==> src/rtl/mult_seq_arb.sv <==
// mult_seq_arb: round-robin two-port sequencer for a shared unsigned shift-add multiplier.
// Define MULT_SEQ_ARB_ZERO_SKIP_EN to finish zero-operand jobs one cycle after capture.
module mult_seq_arb #(
    parameter int WIDTH = 3
) (
    input  logic               clk,
    input  logic               rst,
    input  logic               req0,
    input  logic [WIDTH-1:0]   a0,
    input  logic [WIDTH-1:0]   b0,
    input  logic               req1,
    input  logic [WIDTH-1:0]   a1,
    input  logic [WIDTH-1:0]   b1,
    output logic               gnt0,
    output logic               gnt1,
    output logic               done0,
    output logic               done1,
    output logic [2*WIDTH-1:0] f,
    output logic               busy
);
    localparam int CW = $clog2(WIDTH + 1);
    typedef enum logic [1:0] {IDLE, BUSY, DONE} state_t;
    state_t             state;
    logic [2*WIDTH-1:0] acc, mcand, acc_next, res;
    logic [WIDTH-1:0]   mplr;
    logic [CW-1:0]      cnt;
    logic               last, win1, fin;
    // Port 1 wins when it is the only requester, or on a tie when port 0 was served last.
    assign win1     = req1 & (~req0 | ~last);
    assign acc_next = mplr[0] ? acc + mcand : acc;
    assign busy     = state != IDLE;
`ifdef MULT_SEQ_ARB_ZERO_SKIP_EN
    logic skip;
    assign fin = skip || cnt == CW'(WIDTH - 1);
    assign res = skip ? '0 : acc_next;
    always_ff @(posedge clk or posedge rst)
        if (rst)
            skip <= 1'b0;
        else if (state == IDLE && (req0 || req1))
            skip <= win1 ? (a1 == '0 || b1 == '0) : (a0 == '0 || b0 == '0);
`else
    assign fin = cnt == CW'(WIDTH - 1);
    assign res = acc_next;
`endif
    always_ff @(posedge clk or posedge rst) begin
        if (rst) begin
            state <= IDLE;
            gnt0  <= 1'b0;
            gnt1  <= 1'b0;
            done0 <= 1'b0;
            done1 <= 1'b0;
            f     <= '0;
            acc   <= '0;
            mcand <= '0;
            mplr  <= '0;
            cnt   <= '0;
            last  <= 1'b1;
        end else begin
            case (state)
                IDLE: if (req0 || req1) begin
                    state <= BUSY;
                    gnt0  <= ~win1;
                    gnt1  <= win1;
                    last  <= win1;
                    acc   <= '0;
                    mcand <= {{WIDTH{1'b0}}, win1 ? a1 : a0};
                    mplr  <= win1 ? b1 : b0;
                    cnt   <= '0;
                end
                BUSY: begin
                    acc   <= acc_next;
                    mcand <= mcand << 1;
                    mplr  <= mplr >> 1;
                    cnt   <= cnt + 1'b1;
                    if (fin) begin
                        state <= DONE;
                        f     <= res;
                        done0 <= gnt0;
                        done1 <= gnt1;
                    end
                end
                DONE: begin
                    state <= IDLE;
                    gnt0  <= 1'b0;
                    gnt1  <= 1'b0;
                    done0 <= 1'b0;
                    done1 <= 1'b0;
                end
                default: state <= IDLE;
            endcase
        end
    end
endmodule
==> config.mk <==
export PLATFORM = sky130hd
export DESIGN_NAME = mult_seq_arb
export DESIGN_NICKNAME = d
export VERILOG_FILES = /design/src/rtl/mult_seq_arb.sv
export SDC_FILE = /design/constraint.sdc
export NUM_CORES = 1
export LEC_CHECK = 0
export BUFFER_PORTS_ARGS = -buffer_cell sky130_fd_sc_hd__buf_2
export CAP_MARGIN = 25
export CORE_AREA = 3 3 75 94
export DETAILED_ROUTE_END_ITERATION = 10
export DIE_AREA = 0 0 78 97
export GPL_TIMING_DRIVEN = 0
export PLACE_DENSITY_LB_ADDON = 0.05
export SETUP_SLACK_MARGIN = 0.15
export SYNTH_ARGS = -nofsm -noshare
export SYNTH_HDL_FRONTEND = slang
export SYNTH_SLANG_ARGS = --single-unit
==> constraint.sdc <==
create_clock -name clk -period 2.4 [get_ports clk]
set_input_delay 0.24 -clock clk [delete_from_list [all_inputs] [get_ports clk]]
set_output_delay 0.24 -clock clk [all_outputs]
set_load 0.02 [all_outputs]
==> flow_summary.yaml, run 1 <==
yosys:
  netlist_instances: 152
  ys.flop_type: "dfrtp_1"
  syn_area_sq_um: 1540
  synth_top_area_share_pct: 47.0
  synth_top_area_cell: "dfrtp_1"
  ys_warn_count: 0
  synth-edff-count: 0
  syn-num-nets: 175
  ys_seq_area_share_pct: 48.7
  async_reset_ff_share_pct: 100
  avgSynthCellArea_sq_um: 10.1
  synth-seq-cells: 30
  synthTopCellsByArea: "dfrtp_1, o21ai_0, mux2i_1"
  synth.distinct_cells: 38
timing:
  finalSetupViolCount: 0
  fin_crit_sh_pct: 82.1
  finalCriticalPeriod_ns: 1.97
  worstMarginPinSlew_ns: 0.558
  slew_headroom_pct: 62.6
  finClkSkew_ns: 0.00438
  finalHoldViolations: 0
  slew_viol_final: 0
  tns_ns: 0
  rsz0062_at_grt: "no"
  fin_hold_ws_ns: 0.166
  fmax_mhz: 508
power_and_ir_drop:
  power_mw: 2.54
  max-vdd-ir-drop_mv: 0.329
  p_per_area_nw_per_um2: 1330
  total_leakage_power_nw: 0.905
floorplan:
  die_y_um: 97
  fp.dieArea_sq_um: 7570
  core_sq_um: 6250
  rows: 32
  start_util_pct: 24.7
  die_x_um: 78
  ios: 27
finish:
  final_common_cell: "dfrtp_1"
  num-fill-cells: 690
  syn_to_final_growth_pct: 23.7
  antennaDiodeCount: 0
  fin_area_sq_um: 1910
  utilization_pct: 30.5
  layout_common_cells: "dfrtp_1, buf_2, nand2_1"
  fin_nets: 210
  final_layout_size_suffix_gt1_share_pct: 21.3
route:
  vias_per_cell: 4.57
  vias: 1248
  ant_nets: 0
  post_drt_wl_per_cell_um: 13.3
  drcViolationCount: 0
  routed_wl_mm: 3.63
  drt_iter0_markers: 73
  first_pass_iters: 4
global_routing:
  grt_max_degree: 23
  track_usage_pct: 10.5
  grt_pass1_wl_mm: 6.13
  grt-ovfl-total: 0
  grt_pass1_vias: 1275
  antenna_found_initial: 0
critical_path:
  worstPathRequired_ns: 2.60
  crit_family: "adder cells"
  critPathBufInv: 0
  reg2reg_depth: 7
  cp_max_fo: 3
  critical_path_depth: 7
  worstSetupPathType: "register to register"
  crit_chain: "ha_1 > fa_1 > a21o_1 > a21oi_1 > xnor2_1 > mux2i_1 > o21ai_0"
  cpPeakStageDelay_ns: 0.43
  arrival_ns: 2.17
  slowest_stage: "fa_1"
  setup.worst_path.start_class: "register"
  cp-end-kind: "register"
clock_tree:
  post_cts_buffers: 0
  tritoncts: "yes"
  cts_made_buffers: 5
  cts.sinks: 30
  clk_pin_slew_ns: 0.07
  cts_buffer_depth: 2
  clkLatencyLatePin_ns: 0.28
  clockRootBuffer: "clkbuf_8"
  cts-htree-levels: 2
hold_path:
  hp-class: "input port to register"
  whs_path_depth: 2
place:
  place_area_sq_um: 1810
  gp_congestion: 0.719
  io_buffer_count: 26
  dp_hpwl_mm: 2.75
job:
  drv_cap: 0
outcome:
  outcome: "finished clean"
==> flip-flops by register name, summed over array words and instances (netlist names) <==
name   cells
last       1
cnt        2
f          6
done1      1
mplr       3
mcand      6
state      2
done0      1
gnt1       1
acc        6
gnt0       1
==> final timing paths <==
path / start / endpoint / slack, ns
worst min register to register: f[0]$_DFFE_PP0P_ / f[0]$_DFFE_PP0P_ / 0.47
max in group asynchronous: rst / acc[3]$_DFFE_PP0P_ / 1.43
worst max-delay path: mcand[0]$_DFFE_PP0P_ / f[4]$_DFFE_PP0P_ / 0.43
worst min-delay path: req0 / last$_DFFE_PP1P_ / 0.17
min in group asynchronous: rst / gnt0$_DFFE_PP0P_ / 0.50
worst max register to register: mcand[0]$_DFFE_PP0P_ / f[4]$_DFFE_PP0P_ / 0.43
==> power breakdown <==
part	switching (mW)	internal, mW	leakage, nW	total (mW)
Sequential	0.183	0.726	0.387	0.909
Combinational	0.721	0.478	0.470	1.20
Clock	0.197	0.231	0.0482	0.428
Total	1.10	1.43	0.905	2.54
==> cells by family after synthesis <==
family,after synthesis,synth area share [%]
AO/OA/AOI/OAI,51,21.7
AND/OR/NAND/NOR,41,12.8
flip-flops,30,48.7
buffers and inverters,10,2.51
multiplexers,9,5.84
adder cells (fa/ha/maj),7,6.16
XOR/XNOR,4,2.27
==> layer usage <==
metal,vias up,GRT usage (%),wire [um]
met1,594,12.5,1690
li1,623,-,-
met2,26,17.2,1720
met5,-,0,0
met4,0,4.44,63
met3,5,3.35,158
==> synthesized netlist by cell type (all sizes together) (2+ instances only) <==
master  number
nor2         4
and3         2
o21ai       22
mux2i        9
clkbuf       3
a21oi        8
dfrtp       29
nor2b        2
nand2       20
inv          6
a22oi        5
nand3        5
a32o         4
ha           6
nor3b        2
xnor2        3
a21o         2
o211ai       2
o31ai        2
==> layout make-up <==
type | count | area, sq um | share of cell area [%]
inverter | 6 | 22.5 | 1.18
multi-input combinational | 112 | 752 | 39.4
clock buffer | 7 | 86.3 | 4.52
buffer | 4 | 16.3 | 0.852
clock inverter | 1 | 5.00 | 0.262
sequential | 30 | 752 | 39.4
tap | 85 | 106 | 5.57
timing repair buffer | 28 | 168 | 8.79
==> per-stage QoR <==
step / setup WS (ns) / cells
floorplan: 0.622 / 152
global placement: 0.483 / 263
detailed placement: 0.451 / 264
CTS: 0.434 / 273
global route: 0.268 / 273
finish: 0.430 / 273
==> timing repair <==
action                                  in CTS  in global routing
endpoints found under the setup margin       0                  0
gates resized for setup                      0                  0
hold endpoints to repair                     7                  0
hold buffers                                 1                  0
==> worst reg2reg max path: stages (launching register included) <==
cell and delay [ns]:
dfrtp_1 0.41, ha_1 0.25, fa_1 0.43, a21o_1 0.18, a21oi_1 0.18, xnor2_1 0.17, mux2i_1 0.10, o21ai_0 0.17
Power figures use the tool's default switching activity.
==> run 2: changes to the inputs <==
==> constraint.sdc (replaced) <==
create_clock -name clk -period 1.8 [get_ports clk]
set_input_delay 0.18 -clock clk [delete_from_list [all_inputs] [get_ports clk]]
set_output_delay 0.18 -clock clk [all_outputs]
set_load 0.02 [all_outputs]
==> run 2 against run 1 <==
  * Sequential share of layout area is 3.6 points lower
  * Maximum frequency is 11% higher
  * Critical path depth is 1 lower
  * Worst hold slack worse by 0.045 ns
  * Via count is 4.6% higher
  * Design area is 10% higher
  * Total power is 52% higher
  * Combinational power is 68% higher
  * Flip-flop and latch count stayed put
  * Critical path type unchanged
  * Largest power group unchanged
==> flow_summary.yaml, run 2 (synthesis results as in run 1) <==
outcome:
  outcome: "finished clean"
critical_path:
  crit_start: "acc[4]$_DFFE_PP0P_"
  critical_path_depth: 6
  crit_chain: "ha_4 > nor2b_4 > a221o_1 > o31ai_2 > xor2_1 > o21ai_1"
  arrival_ns: 1.95
  r2r-start: "acc[4]$_DFFE_PP0P_"
  worstPathRequired_ns: 1.98
  crit_family: "compound AO/OA/AOI/OAI gates"
  worstSetupPathType: "register to register"
  reg2reg_slack_ns: 0.02
  critPathBufInv: 0
  critPathCapture: "f[5]$_DFFE_PP0P_"
  slowest_stage: "dfrtp_1"
  cp_max_fo: 3
  cp-end-kind: "register"
  cpPeakStageDelay_ns: 0.41
  setup.worst_path.start_class: "register"
  reg2reg_depth: 6
  worstReg2RegEnd: "f[5]$_DFFE_PP0P_"
route:
  first_pass_iters: 4
  post_drt_wl_per_cell_um: 14.1
  drt_iter0_markers: 96
  ant_nets: 0
  vias_per_cell: 4.58
  vias: 1305
  drcViolationCount: 0
  routed_wl_mm: 4.02
clock_tree:
  clk_pin_slew_ns: 0.07
  cts-htree-levels: 2
  clockRootBuffer: "clkbuf_8"
  cts_buffer_depth: 2
  cts_made_buffers: 5
  clkLatencyLatePin_ns: 0.29
  tritoncts: "yes"
  cts.sinks: 30
power_and_ir_drop:
  p_int_mw: 2.20
  max-vdd-ir-drop_mv: 0.537
  clkPwrFrac_pct: 15.0
  total_leakage_power_nw: 0.974
  p_sw_mw: 1.64
  swShare_pct: 42.7
  p_per_area_nw_per_um2: 1830
  share_comb_of_total_power_pct: 52.2
  pwr-share-seq_pct: 32.8
timing:
  finalCriticalPeriod_ns: 1.78
  finClkSkew_ns: 0.00748
  fmax_mhz: 563
  slew_viol_final: 0
  finalHoldViolations: 0
  worstMarginPinSlew_ns: 0.627
  fin_hold_ws_ns: 0.121
  slew_headroom_pct: 58.0
  rsz0062_at_grt: "yes"
  finalSetupViolCount: 0
  fin_crit_sh_pct: 98.6
finish:
  fin_nets: 222
  top_regs: "acc (6), f (6), mcand (6)"
  regArea_sq_um: 754
  final_layout_size_suffix_gt1_share_pct: 34.0
  utilization_pct: 33.7
  antennaDiodeCount: 0
  stdcell_count: 285
  layout_common_cells: "buf_2, dfrtp_1, nand2_1"
  multi_input_comb_area_sq_um: 853
  num-fill-cells: 684
  syn_to_final_growth_pct: 36.6
global_routing:
  grt_pass1_vias: 1315
  track_usage_pct: 11.2
  grt_pass1_wl_mm: 6.54
  antenna_found_initial: 0
  met2_usage_pct: 18.0
  grt_busiest_layer: "met2"
  grt.met3_usage_pct: 2.33
  met1_usage_pct: 13.9
  grt_max_degree: 23
  grt-ovfl-total: 0
floorplan:
  rows: 32
  die_x_um: 78
  die_y_um: 97
  core_sq_um: 6250
  fp.dieArea_sq_um: 7570
  ios: 27
  start_util_pct: 24.7
place:
  dp.cells: 264
  dp_hpwl_mm: 2.79
  io_buffer_count: 26
  gp_congestion: 0.703
job:
  drv_cap: 0
hold_path:
  hp-class: "input port to register"
-- run 2: final cells by class --
cell class / count / share of cell area, %
buffer: 4 / 0.831
clock buffer: 7 / 4.10
clock inverter: 1 / 0.238
inverter: 6 / 1.07
multi-input combinational: 112 / 40.5
sequential: 30 / 35.8
tap: 85 / 5.05
timing repair buffer: 40 / 12.4
-- run 2: worst min-delay path by stage --
| stage | start | to | depth (start not counted) | slack [ns] |
|---|---|---|---|---|
| 6_report | req0 | last$_DFFE_PP1P_ | 2 | 0.12 |
| 2_1_floorplan | req0 | last$_DFFE_PP1P_ | 1 | 0.24 |
| 3_5_place_dp | rst | done0$_DFFE_PP0P_ | 2 | 0.21 |
| 4_1_cts | req0 | last$_DFFE_PP1P_ | 2 | 0.1 |
| 3_3_place_gp | req0 | last$_DFFE_PP1P_ | 2 | 0.40 |
| 5_1_grt | req0 | last$_DFFE_PP1P_ | 2 | 0.15 |
-- run 2: routing by layer --
metal,wire length [um],up-vias
met5,0,-
met4,76,0
met3,132,8
met2,1980,21
met1,1840,630
li1,-,646
-- run 2: repair_timing --
action / in CTS / in global routing
hold endpoints to repair: 7 / 0
pin swaps: 7 / 7
setup buffers: 7 / 5
endpoints found under the setup margin: 5 / 17
gates resized for setup: 8 / 13
hold buffers: 1 / 0
cloned: 0 / 0
-- run 2: power groups by stage --
stage          logic, mW  clock network, mW  registers, mW
3_5_place_dp        1.63                  0           1.24
3_3_place_gp        1.61                  0           1.23
6_report            2.01              0.576           1.26
2_1_floorplan       1.11                  0           1.27
5_1_grt             2.23              0.624           1.31
4_1_cts             1.79              0.594           1.24
-- run 2: per-stage QoR --
step	setup WS (ns)	setup TNS (ns)	area, sq um	power, mW
after global routing	-0.0631	-0.119	2110	4.16
final	0.0248	0	2110	3.85
after global placement	-0.0363	-0.0474	1780	2.84
after floorplan	0.0871	0	1550	2.38
after CTS	0.0290	0	2000	3.63
after detailed placement	-0.0455	-0.0764	1810	2.87
-- run 2: worst reg2reg max path: stages, from the launching register on --
cell	delay (ns)
dfrtp_1	0.41
ha_4	0.26
nor2b_4	0.12
a221o_1	0.37
o31ai_2	0.26
xor2_1	0.17
o21ai_1	0.07
==> run 3: changes to the inputs <==
--- a/config.mk
+++ b/config.mk
@@ -7,9 +7,10 @@
 export LEC_CHECK = 0
 export BUFFER_PORTS_ARGS = -buffer_cell sky130_fd_sc_hd__buf_2
 export CAP_MARGIN = 25
-export CORE_AREA = 3 3 75 94
+export CORE_AREA = 4 4 76 95
+export CTS_BUF_LIST = sky130_fd_sc_hd__clkbuf_16
 export DETAILED_ROUTE_END_ITERATION = 10
-export DIE_AREA = 0 0 78 97
+export DIE_AREA = 0 0 80 99
 export GPL_TIMING_DRIVEN = 0
 export PLACE_DENSITY_LB_ADDON = 0.05
 export SETUP_SLACK_MARGIN = 0.15
==> constraint.sdc (replaced) <==
create_clock -name clk -period 2.2 [get_ports clk]
set_input_delay 0.22 -clock clk [delete_from_list [all_inputs] [get_ports clk]]
set_output_delay 0.22 -clock clk [all_outputs]
set_load 0.02 [all_outputs]
==> run 3 against run 2 <==
  * Global-route usage fell by 0.95 points
  * Clock skew fell by 0.00095 ns
  * Count of clock-buffer cells in the layout fell by 2
  * Non-clock buffer count fell by 12
  * Maximum frequency fell by 7.6%
  * Die area rose by 4.7%
  * Sequential power fell by 21%
  * Setup slack improved by 0.25 ns
  * Critical endpoint is now f[4]$_DFFE_PP0P_
  * Largest cell class is now flip-flops and latches
  * Register-to-register slack improved by 0.25 ns
  * Final cell count fell by 4.2%
  * Combinational power fell by 35%
  * Utilization fell by 1.6 points
==> flow_summary.yaml, run 3 (synthesis results as in run 1) <==
outcome:
  outcome: "finished clean"
place:
  dp.cells: 264
  gp_congestion: 0.714
  place_ws_ns: 0.276
  place_area_sq_um: 1810
  io_buffer_count: 26
  dp_hpwl_mm: 2.83
critical_path:
  arrival_ns: 2.12
  setup.worst_path.start_class: "register"
  cp-end-kind: "register"
  r2r-start: "mcand[0]$_DFFE_PP0P_"
  worstReg2RegEnd: "f[4]$_DFFE_PP0P_"
  critPathCapture: "f[4]$_DFFE_PP0P_"
  crit_start: "mcand[0]$_DFFE_PP0P_"
  worstPathRequired_ns: 2.40
  cp_max_fo: 3
  worstSetupPathType: "register to register"
  reg2reg_slack_ns: 0.28
  reg2reg_depth: 7
floorplan:
  ios: 27
  rows: 32
  die_y_um: 99
  start_util_pct: 24.7
  core_sq_um: 6250
  fp.dieArea_sq_um: 7920
  die_x_um: 80
timing:
  worstMarginPinSlew_ns: 0.569
  finalSetupViolCount: 0
  finalCriticalPeriod_ns: 1.92
  finClkSkew_ns: 0.00653
  slew_headroom_pct: 61.9
  tns_ns: 0
  slew_viol_final: 0
  fmax_mhz: 520
  rsz0062_at_grt: "no"
  setup_slack_ns: 0.278
  fin_hold_ws_ns: 0.160
  finalHoldViolations: 0
  fin_crit_sh_pct: 87.3
finish:
  layout_common_cells: "dfrtp_1, buf_2, nand2_1"
  syn_to_final_growth_pct: 30.0
  top_regs: "acc (6), f (6), mcand (6)"
  final_layout_size_suffix_gt1_share_pct: 21.3
  stdcell_count: 273
  antennaDiodeCount: 0
  utilization_pct: 32.1
  fin_area_sq_um: 2010
  fin_nets: 210
  final_common_cell: "dfrtp_1"
global_routing:
  grt_pass1_vias: 1273
  grt_max_degree: 21
  antenna_found_initial: 0
  grt-ovfl-total: 0
  track_usage_pct: 10.2
  grt_pass1_wl_mm: 6.28
clock_tree:
  post_cts_buffers: 0
  cts.sinks: 30
  clkLatencyLatePin_ns: 0.28
  cts-htree-levels: 2
  cts_buffer_depth: 2
  clockRootBuffer: "clkbuf_16"
  tritoncts: "yes"
  clk_pin_slew_ns: 0.05
  cts_made_buffers: 5
route:
  drcViolationCount: 0
  first_pass_iters: 4
  vias: 1243
  routed_wl_mm: 3.64
  ant_nets: 0
  drt_iter0_markers: 60
  vias_per_cell: 4.55
  post_drt_wl_per_cell_um: 13.3
power_and_ir_drop:
  total_leakage_power_nw: 0.948
  p_per_area_nw_per_um2: 1590
  max-vdd-ir-drop_mv: 0.430
  power_mw: 3.20
hold_path:
  hp-class: "input port to register"
job:
  drv_cap: 0
==> run 3: final cells by class <==
type	instances	area (sq um)
buffer	4	16.3
clock buffer	5	125
clock inverter	3	63.8
fill	678	4240
inverter	6	22.5
multi-input combinational	112	752
sequential	30	752
tap	85	106
timing repair buffer	28	168
==> run 3: repair_timing <==
item | 4_1_cts | 5_1_grt
hold buffers | 1 | 0
gates resized for setup | 0 | 1
endpoints found under the hold margin | 2 | 0
endpoints found under the setup margin | 0 | 1
==> run 3: power breakdown <==
| group | leakage [nW] | switching, mW | internal, mW |
|---|---|---|---|
| combinational | 0.470 | 0.792 | 0.523 |
| clock | 0.0915 | 0.242 | 0.644 |
| sequential | 0.387 | 0.202 | 0.793 |
==> run 3: how the worst min path moves through the flow <==
stage	start	slack, ns	to	cells after the start
final	req0	0.16	last$_DFFE_PP1P_	2
after global routing	req0	0.18	last$_DFFE_PP1P_	2
after CTS	req0	0.16	last$_DFFE_PP1P_	2
after detailed placement	rst	0.29	done1$_DFFE_PP0P_	2
after global placement	req0	0.44	last$_DFFE_PP1P_	2
after floorplan	req0	0.28	last$_DFFE_PP1P_	1
==> run 3: critical path, cell delays in order, from the launching register on <==
cell and delay [ns]:
dfrtp_1 0.41, ha_1 0.25, fa_1 0.42, a21o_1 0.18, a21oi_1 0.18, xnor2_1 0.16, mux2i_1 0.11, o21ai_1 0.14
==> run 3: routing by layer <==
metal | GRT usage [%] | routed length (um) | vias to the layer above
met4 | 4.29 | 66 | 0
met2 | 16.5 | 1730 | 23
met1 | 12.7 | 1700 | 589
met3 | 2.74 | 147 | 6
li1 | - | - | 625
met5 | 0 | 0 | -
